### src/rtl/car_call_latch.sv
// rtl/car_call_latch.sv - in-car floor-call register with button synchronisers and dwell-based service clear
//
// Holds one call bit per floor. Raw panel buttons are synchronised (2 flops),
// rising-edge detected and latched. A call clears once the car has been stopped
// at that floor for DWELL_CYC consecutive cycles, producing a one-cycle served
// pulse with the floor index.
//
// Optional feature macro: CALL_CANCEL_EN (press on a lit floor toggles it off).
//
// Ports:
//   clk           in   1        system clock
//   rst_n         in   1        asynchronous active-low reset
//   press         in   FLOORS   raw button levels, asynchronous to clk
//   cur_floor     in   FLOOR_W  current car floor, 0-based
//   moving        in   1        1 = car in motion, 0 = stopped at cur_floor
//   call          out  FLOORS   latched calls
//   pending       out  1        OR of call, one cycle behind call
//   served        out  1        one-cycle pulse when a call clears by service
//   served_floor  out  FLOOR_W  floor cleared, valid with served, held otherwise
module car_call_latch #(
  parameter int FLOORS    = 4,
  parameter int FLOOR_W   = 2,
  parameter int DWELL_CYC = 100000000,
  parameter int CNT_W     = 27
) (
  input  logic               clk,
  input  logic               rst_n,
  input  logic [FLOORS-1:0]  press,
  input  logic [FLOOR_W-1:0] cur_floor,
  input  logic               moving,
  output logic [FLOORS-1:0]  call,
  output logic               pending,
  output logic               served,
  output logic [FLOOR_W-1:0] served_floor
);

  typedef enum logic {IDLE, DWELL} state_t;

  localparam logic [CNT_W-1:0] CNT_LAST = CNT_W'(DWELL_CYC - 1);

  state_t             state, state_n;
  logic [FLOORS-1:0]  sync1, sync2, prev;
  logic [FLOORS-1:0]  rise, here_mask, clear_mask, set_mask, cancel_mask, call_n;
  logic [CNT_W-1:0]   cnt, cnt_n;
  logic [FLOOR_W-1:0] dwell_floor, dwell_floor_n;
  logic               floor_valid, at_call, served_n;

  assign rise        = sync2 & ~prev;
  assign floor_valid = 32'(cur_floor) < FLOORS;
  // Car is stopped at a real floor that currently has a lit call.
  assign at_call     = floor_valid && !moving && call[cur_floor];

  // Floor the stopped car is sitting at; presses there cannot raise a new call.
  always_comb begin
    here_mask = '0;
    if (floor_valid && !moving) here_mask[cur_floor] = 1'b1;
  end

  always_comb begin
    state_n       = state;
    cnt_n         = cnt;
    dwell_floor_n = dwell_floor;
    clear_mask    = '0;
    served_n      = 1'b0;
    if (state == IDLE) begin
      if (at_call) begin
        state_n       = DWELL;
        cnt_n         = '0;
        dwell_floor_n = cur_floor;
      end
    end else begin
      // Any loss of the stopped-at-lit-floor condition aborts without clearing.
      if (!at_call || cur_floor != dwell_floor) begin
        state_n = IDLE;
        cnt_n   = '0;
      end else if (cnt == CNT_LAST) begin
        clear_mask[cur_floor] = 1'b1;
        served_n              = 1'b1;
        state_n               = IDLE;
        cnt_n                 = '0;
      end else begin
        cnt_n = cnt + CNT_W'(1);
      end
    end
  end

  always_comb begin
    set_mask = rise & ~call & ~here_mask;
`ifdef CALL_CANCEL_EN
    cancel_mask = rise & call;
`else
    cancel_mask = '0;
`endif
    // Service clear is applied last so it wins over a same-cycle press.
    call_n = ((call & ~cancel_mask) | set_mask) & ~clear_mask;
  end

  always_ff @(posedge clk or negedge rst_n) begin
    if (!rst_n) begin
      state <= IDLE;
    end else begin
      state <= state_n;
    end
  end

  always_ff @(posedge clk or negedge rst_n) begin
    if (!rst_n) begin
      sync1        <= '0;
      sync2        <= '0;
      prev         <= '0;
      cnt          <= '0;
      dwell_floor  <= '0;
      call         <= '0;
      pending      <= 1'b0;
      served       <= 1'b0;
      served_floor <= '0;
    end else begin
      sync1       <= press;
      sync2       <= sync1;
      prev        <= sync2;
      cnt         <= cnt_n;
      dwell_floor <= dwell_floor_n;
      call        <= call_n;
      pending     <= |call;
      served      <= served_n;
      if (served_n) served_floor <= cur_floor;
    end
  end

endmodule
### config.mk
export PLATFORM = sky130hd
export DESIGN_NAME = car_call_latch
export DESIGN_NICKNAME = d
export VERILOG_FILES = /design/src/rtl/car_call_latch.sv
export SDC_FILE = /design/constraint.sdc
export NUM_CORES = 1
export LEC_CHECK = 0
export ABC_AREA = 1
export CORE_AREA = 10 10 96 98
export DETAILED_ROUTE_END_ITERATION = 16
export DIE_AREA = 0 0 106 108
export DONT_BUFFER_PORTS = 1
export SLEW_MARGIN = 0
export SYNTH_ARGS = -nofsm -noshare
export SYNTH_HDL_FRONTEND = slang
export SYNTH_SLANG_ARGS = --single-unit
### constraint.sdc
create_clock -name clk -period 1.6 [get_ports clk]
set_input_delay 0.32 -clock clk [delete_from_list [all_inputs] [get_ports clk]]
set_output_delay 0.32 -clock clk [all_outputs]
set_load 0.05 [all_outputs]
==> summary.md <==
| Metric | Value |
|---|---|
| Via Count | `2456` |
| HPWL after DPL | `4610 um` |
| Final ANT Viol Nets | `0` |
| F_max | `0.634 GHz` |
| Site row count | `32` |
| Wire per inst | `12.2 um` |
| Slew @ Worst Pin | `478 ps` |
| Grt ovf | `0` |
| Num CTS Buffers | `5` |
| Post-synthesis average cell area | `7.52 um^2` |
| Setup TNS | `0 ps` |
| Total GRT Usage | `11.8%` |
| Top post-synthesis cells by area | `dfrtp_1, nand2_1, nor2_1` |
| Top FF cell, synth | `dfrtp_1` |
| Chip Height | `108 um` |
| VDD IR-drop max | `300 uV` |
| FILL cells | `756` |
| CTS H-Tree Depth | `2` |
| WP data arrival | `1800 ps` |
| Yosys top cell by area | `dfrtp_1` |
| Normalized max-slew margin | `68.1%` |
| Clock Skews | `9.83 ps` |
| Synth warn | `0` |
| Largest net degree at the start of global routing | `51` |
| DR pass1 iterations | `4` |
| Initial DRC count | `137` |
| Critical-path top delay cell | `dfrtp_1` |
| Crit share post-route | `98.6%` |
| First-pass GRT wire length | `11200 um` |
| Hold crit path type | `in2reg` |
| Post-Place Setup Slack | `-198 ps` |
| Crit path buf inv count | `2` |
| Minimum clock period | `1580 ps` |
| Die area | `11400 um^2` |
| Clock Path Buffers | `2` |
| Syn Inst Count | `383` |
| Placed cell count | `510` |
| Clock root cell | `clkbuf_8` |
| Post-Syn Area | `2880 um^2` |
| CTS tree | `done` |
| Worst Path Required | `1820 ps` |
| Final Hold Viols | `0` |
| Ys async rst share | `100%` |
| CTS sink cnt | `50` |
| CP top delay family | `simple AND/OR/NAND/NOR gates` |
| Core area | `7450 um^2` |
| Routability congestion estimate | `0.837` |
| Initial core utilization | `38.7%` |
| Port Buffers | `0` |
| Distinct cells, synth | `32` |
| Area share of the largest cell type after synthesis | `43.4%` |
| Post-synthesis register bit count | `50` |
| Critical path class | `reg2reg` |
| Share of cells above drive strength 1 | `23.3%` |
| Register area share after synthesis | `43.4%` |
| Die width | `106 um` |
| Total wire length | `6480 um` |
| Number of global-route vias before repair | `2435` |
| Final setup fails | `0` |
| Outcome | `complete, no violations` |
| Setup ws final | `22.4 ps` |
| Post-Syn Nets | `393` |
| Worst Hold Slack | `28.5 ps` |
| Vias per inst | `4.63` |
| Leakage Power | `1.68 nW` |
| Setup crit start kind | `flip-flop` |
| Post-synth EDFFs | `0` |
| RSZ-0062 raised after global routing | `true` |
| DRC errors left | `0` |
| Ports | `17` |
| Finished Layout Cells | `531` |
| Clock latency at the later pin of the worst-skew pair | `320 ps` |
| PD cells | `684 nW/um^2` |
| Ant diodes | `0` |
| Slew Viols, Final | `0` |
| Synth-to-Final Area Change | `21.8%` |
| Crit path cell chain | `ha_2 -> nand2_2 -> nor2_4 -> nand2_4 -> inv_4 -> buf_6 -> nand3_4 -> nor2_4 -> nand2_2 -> nand2_1 -> nand2_1` |
| Crit-path max FO | `4` |
| Crit. End Element | `flip-flop` |
| Worst-path clk slew | `110 ps` |
| Max-cap viol count | `0` |
| Final-stage net count | `438` |
| Final Util | `47.1%` |
| Initial antenna violation count | `0` |
| Slowest cell delay on critical path | `380 ps` |
-- stage by stage --
step | power (mW) | area (um^2)
floorplan | 1.52 | 2880
global placement | 1.56 | 3190
detailed placement | 1.56 | 3190
CTS | 2.44 | 3370
global route | 2.52 | 3510
finish | 2.40 | 3510
-- worst register-to-register path, cell delays in order, from the launching register on --
cell     delay, ps
dfrtp_1        380
ha_2           200
nand2_2         80
nor2_4         150
nand2_4         70
inv_4           60
buf_6           90
nand3_4         70
nor2_4         180
nand2_2         80
nand2_1         70
nand2_1         60
-- Yosys cell counts, types with 2 or more instances --
| library cell | number |
|---|---|
| nand2_1 | 147 |
| dfrtp_1 | 50 |
| nor2_1 | 43 |
| inv_1 | 36 |
| nand3_1 | 18 |
| nand2_2 | 16 |
| xor2_1 | 9 |
| nand4_1 | 7 |
| nor2_4 | 7 |
| nor3_1 | 6 |
| a21oi_1 | 5 |
| a31oi_1 | 4 |
| xnor2_1 | 4 |
| buf_6 | 3 |
| nand3_2 | 3 |
| nand3b_1 | 3 |
| nor2_2 | 3 |
| o21ai_0 | 3 |
| buf_4 | 2 |
| nand2_4 | 2 |
-- cell families (layout without fill, tap and decap cells) --
family / count (synthesis) / count (layout) / synth area share (%)
buffers and inverters: 48 / 93 / 8.21
XOR/XNOR: 13 / 13 / 3.95
flip-flops: 50 / 50 / 43.4
adder cells (fa/ha/maj): 1 / 1 / 0.434
AND/OR/NAND/NOR: 257 / 258 / 40.9
AO/OA/AOI/OAI: 14 / 14 / 3.04
-- layout by cell type, fill, tap and decap left out, types with 4 or more instances in the layout --
cell,Yosys,layout
nor3_1,6,6
inv_1,36,36
nand2_2,16,17
nor2_2,3,6
nor2_4,7,11
a21oi_1,5,5
nor2_1,43,37
xor2_1,9,9
xnor2_1,4,4
a31oi_1,4,4
nand2_1,147,146
buf_6,3,4
dfrtp_1,50,49
buf_4,2,36
nand4_1,7,7
nand3_1,18,16
clkbuf_8,0,5
-- metal layers --
metal / vias up / global-route usage [%] / part of all wire, %
met5: - / 0 / 0
met4: 0 / 3.19 / 1.0
met3: 6 / 2.50 / 2.7
met2: 30 / 20.6 / 51
met1: 1151 / 14.6 / 46
li1: 1269 / - / -
-- registers in the layout, summed over array words and instances, names as in the netlist --
| name | count |
|---|---|
| served | 1 |
| dwell_floor | 2 |
| call | 4 |
| state | 1 |
| served_floor | 2 |
| cnt | 27 |
| prev | 4 |
| sync2 | 4 |
| pending | 1 |
| sync1 | 4 |
-- power by group --
part | switching, mW | leakage [nW] | internal [mW]
Combinational | 0.169 | 0.991 | 0.0965
Clock | 0.483 | 0.0506 | 0.328
Sequential | 0.0222 | 0.638 | 1.30
Total | 0.674 | 1.68 | 1.72
-- final cells by class --
cell class                 count  area (um^2)  share of cell area [%]
multi-input combinational    286         1470                    42.0
sequential                    50         1250                    35.7
timing repair buffer          44          393                    11.2
inverter                      41          165                    4.71
tap                          102          128                    3.64
clock buffer                   5         68.8                    1.96
clock inverter                 3         28.8                   0.821
-- worst paths after layout --
| check | slack, ps | end | startpoint | cells past startpoint |
|---|---|---|---|---|
| max in group asynchronous | 880 | sync1[3] | rst_n | 2 |
| max | 20 | served_floor[1] | cnt[1] | 11 |
| min in group asynchronous | 490 | cnt[23] | rst_n | 2 |
| max reg2reg | 20 | served_floor[1] | cnt[1] | 11 |
| min | 30 | sync1[1] | press[1] | 0 |
| min reg2reg | 350 | sync2[1] | sync1[1] | 0 |
-- repair_timing --
item | in CTS | in global routing
cloned | 1 | 0
buffers inserted | 4 | 6
endpoints found under the setup margin | 22 | 27
hold buffers | 2 | 0
hold endpoints to repair | 50 | 0
resized for setup | 2 | 22
pin swaps | 1 | 10
Power figures use the tool's default switching activity.
==> variant: new RTL, same settings <==
Build with the macro `CALL_CANCEL_EN` defined.
--- a/src/rtl/car_call_latch.sv
+++ b/src/rtl/car_call_latch.sv
@@ -17,6 +17,8 @@
 //   pending       out  1        OR of call, one cycle behind call
 //   served        out  1        one-cycle pulse when a call clears by service
 //   served_floor  out  FLOOR_W  floor cleared, valid with served, held otherwise
+`define CALL_CANCEL_EN
+
 module car_call_latch #(
   parameter int FLOORS    = 4,
   parameter int FLOOR_W   = 2,
Check against the original RTL: not equivalent (Yosys sat finds a counterexample within 10 cycles, from zero or initial values and one cycle with rst_n low).
==> variant against the original RTL <==
- setup slack got worse by 6.2 ps
- area after synthesis fell by 1.3%
- utilization fell by 2.4 points
- power increased by 15%
- largest power group unchanged
- sequential cell count did not move
- final area shrank 5.1%
- via count down 0.53%
- wire length decreased by 1.9%
- sequential share of layout area is 1.9 points higher
==> variant: results <==
set metrics [dict create \
    gp_congestion 0.830 \
    wl_met1_um 3030 \
    route.met3.wl_um 250 \
    vdd_ir_drop_max_uv 326 \
    buffer_area_share_pct 7.33 \
    multi_input_area_share_pct 43.0 \
    met1_usage_pct 14.1 \
    dpl_cell_area_mm2 0.00309 \
    syn_nets 407 \
    final_area_mm2 0.00333 \
    post_drt_wl_per_cell_um 12.0 \
    vias 2443 \
    wl_um 6360 \
    synthTopCellsByArea "dfrtp_1 44%, nand2_1 22%, nor2_1 5.9%" \
    clk_share_pct 3.42 \
    met2_usage_pct 18.6 \
    status "finished, final reports clean" \
    slew_headroom_pct 68.4 \
    critPathMaxFanout 7 \
    seq_area_mm2 0.00125 \
    multi_input_gates 298 \
    dp_cells 515 \
    syn_area_per_cell_um2 7.16 \
    nNonClkBuffers 29 \
    fill_cells 771 \
    grtUsageTotal_pct 11.1 \
    inv_count 42 \
    grt.met3_usage_pct 2.68 \
    p_leak_uw 0.00166 \
    drt-initial-drc-count 85 \
    grt_pass1_wl_um 10600 \
    r2r_start "cnt[0]$_DFFE_PN0P_" \
    grt_pass1_vias 2303 \
    ys_seq_area_share_pct 44.0 \
    drive_above_1_share_pct 16.6 \
    finish.net_count 436 \
    synth_cell_types 29 \
    design.seq.count 50 \
    r2r_end "cnt[24]$_DFFE_PN0P_" \
]
==> variant: cell count changes after synthesis, moves of 3 or more <==
cell     change
nand2_1     +22
nand2_2     -10
a21oi_1      +5
a31oi_1      -4
nor3_1       -4
buf_2        +3
nor2_4       -3
o21ai_0      +3
==> variant: worst max path at each step <==
stage / from / end / slack (ps) / cells past startpoint
after floorplan: call[3]$_DFF_PN0_ / call[0]$_DFF_PN0_ / 4 / 7
after global placement: cnt[0]$_DFFE_PN0P_ / cnt[24]$_DFFE_PN0P_ / -90 / 10
after detailed placement: cnt[0]$_DFFE_PN0P_ / cnt[13]$_DFFE_PN0P_ / -150 / 10
after CTS: cnt[23]$_DFFE_PN0P_ / cnt[3]$_DFFE_PN0P_ / 2 / 9
after global routing: cnt[1]$_DFFE_PN0P_ / cnt[24]$_DFFE_PN0P_ / -140 / 11
final: cnt[0]$_DFFE_PN0P_ / cnt[24]$_DFFE_PN0P_ / 20 / 11
==> variant: critical path, cell delays in order (launching register included) <==
cell and delay [ps]:
dfrtp_1 360, ha_2 180, nand2_2 70, nor2_4 140, nand2_4 80, buf_6 130
nor2_4 210, nand3_2 90, nand2_1 70, nand2_1 50, nand2_1 60, nand2_1 40
==> variant: timing repair <==
action	4_1_cts	5_1_grt
hold buffers	2	0
pin swaps	0	7
gates resized for setup	1	15
buffers inserted	0	2
endpoints found under the setup margin	24	31
hold endpoints to repair	50	0
cloned	1	1
==> variant: kinds of logic after synthesis <==
logic type,after synthesis,synth area share [%]
simple gates,262,39.5
buf+inv,51,7.96
flops,50,44.0
compound gates,20,4.14
xor+xnor,13,4.00
fa+ha+maj,1,0.440
==> variant: power by group <==
group	switching (uW)	leakage [uW]	total, uW	internal, uW
Clock	456	0.0000504	922	466
Sequential	50.6	0.000652	1380	1330
Combinational	310	0.000961	452	142
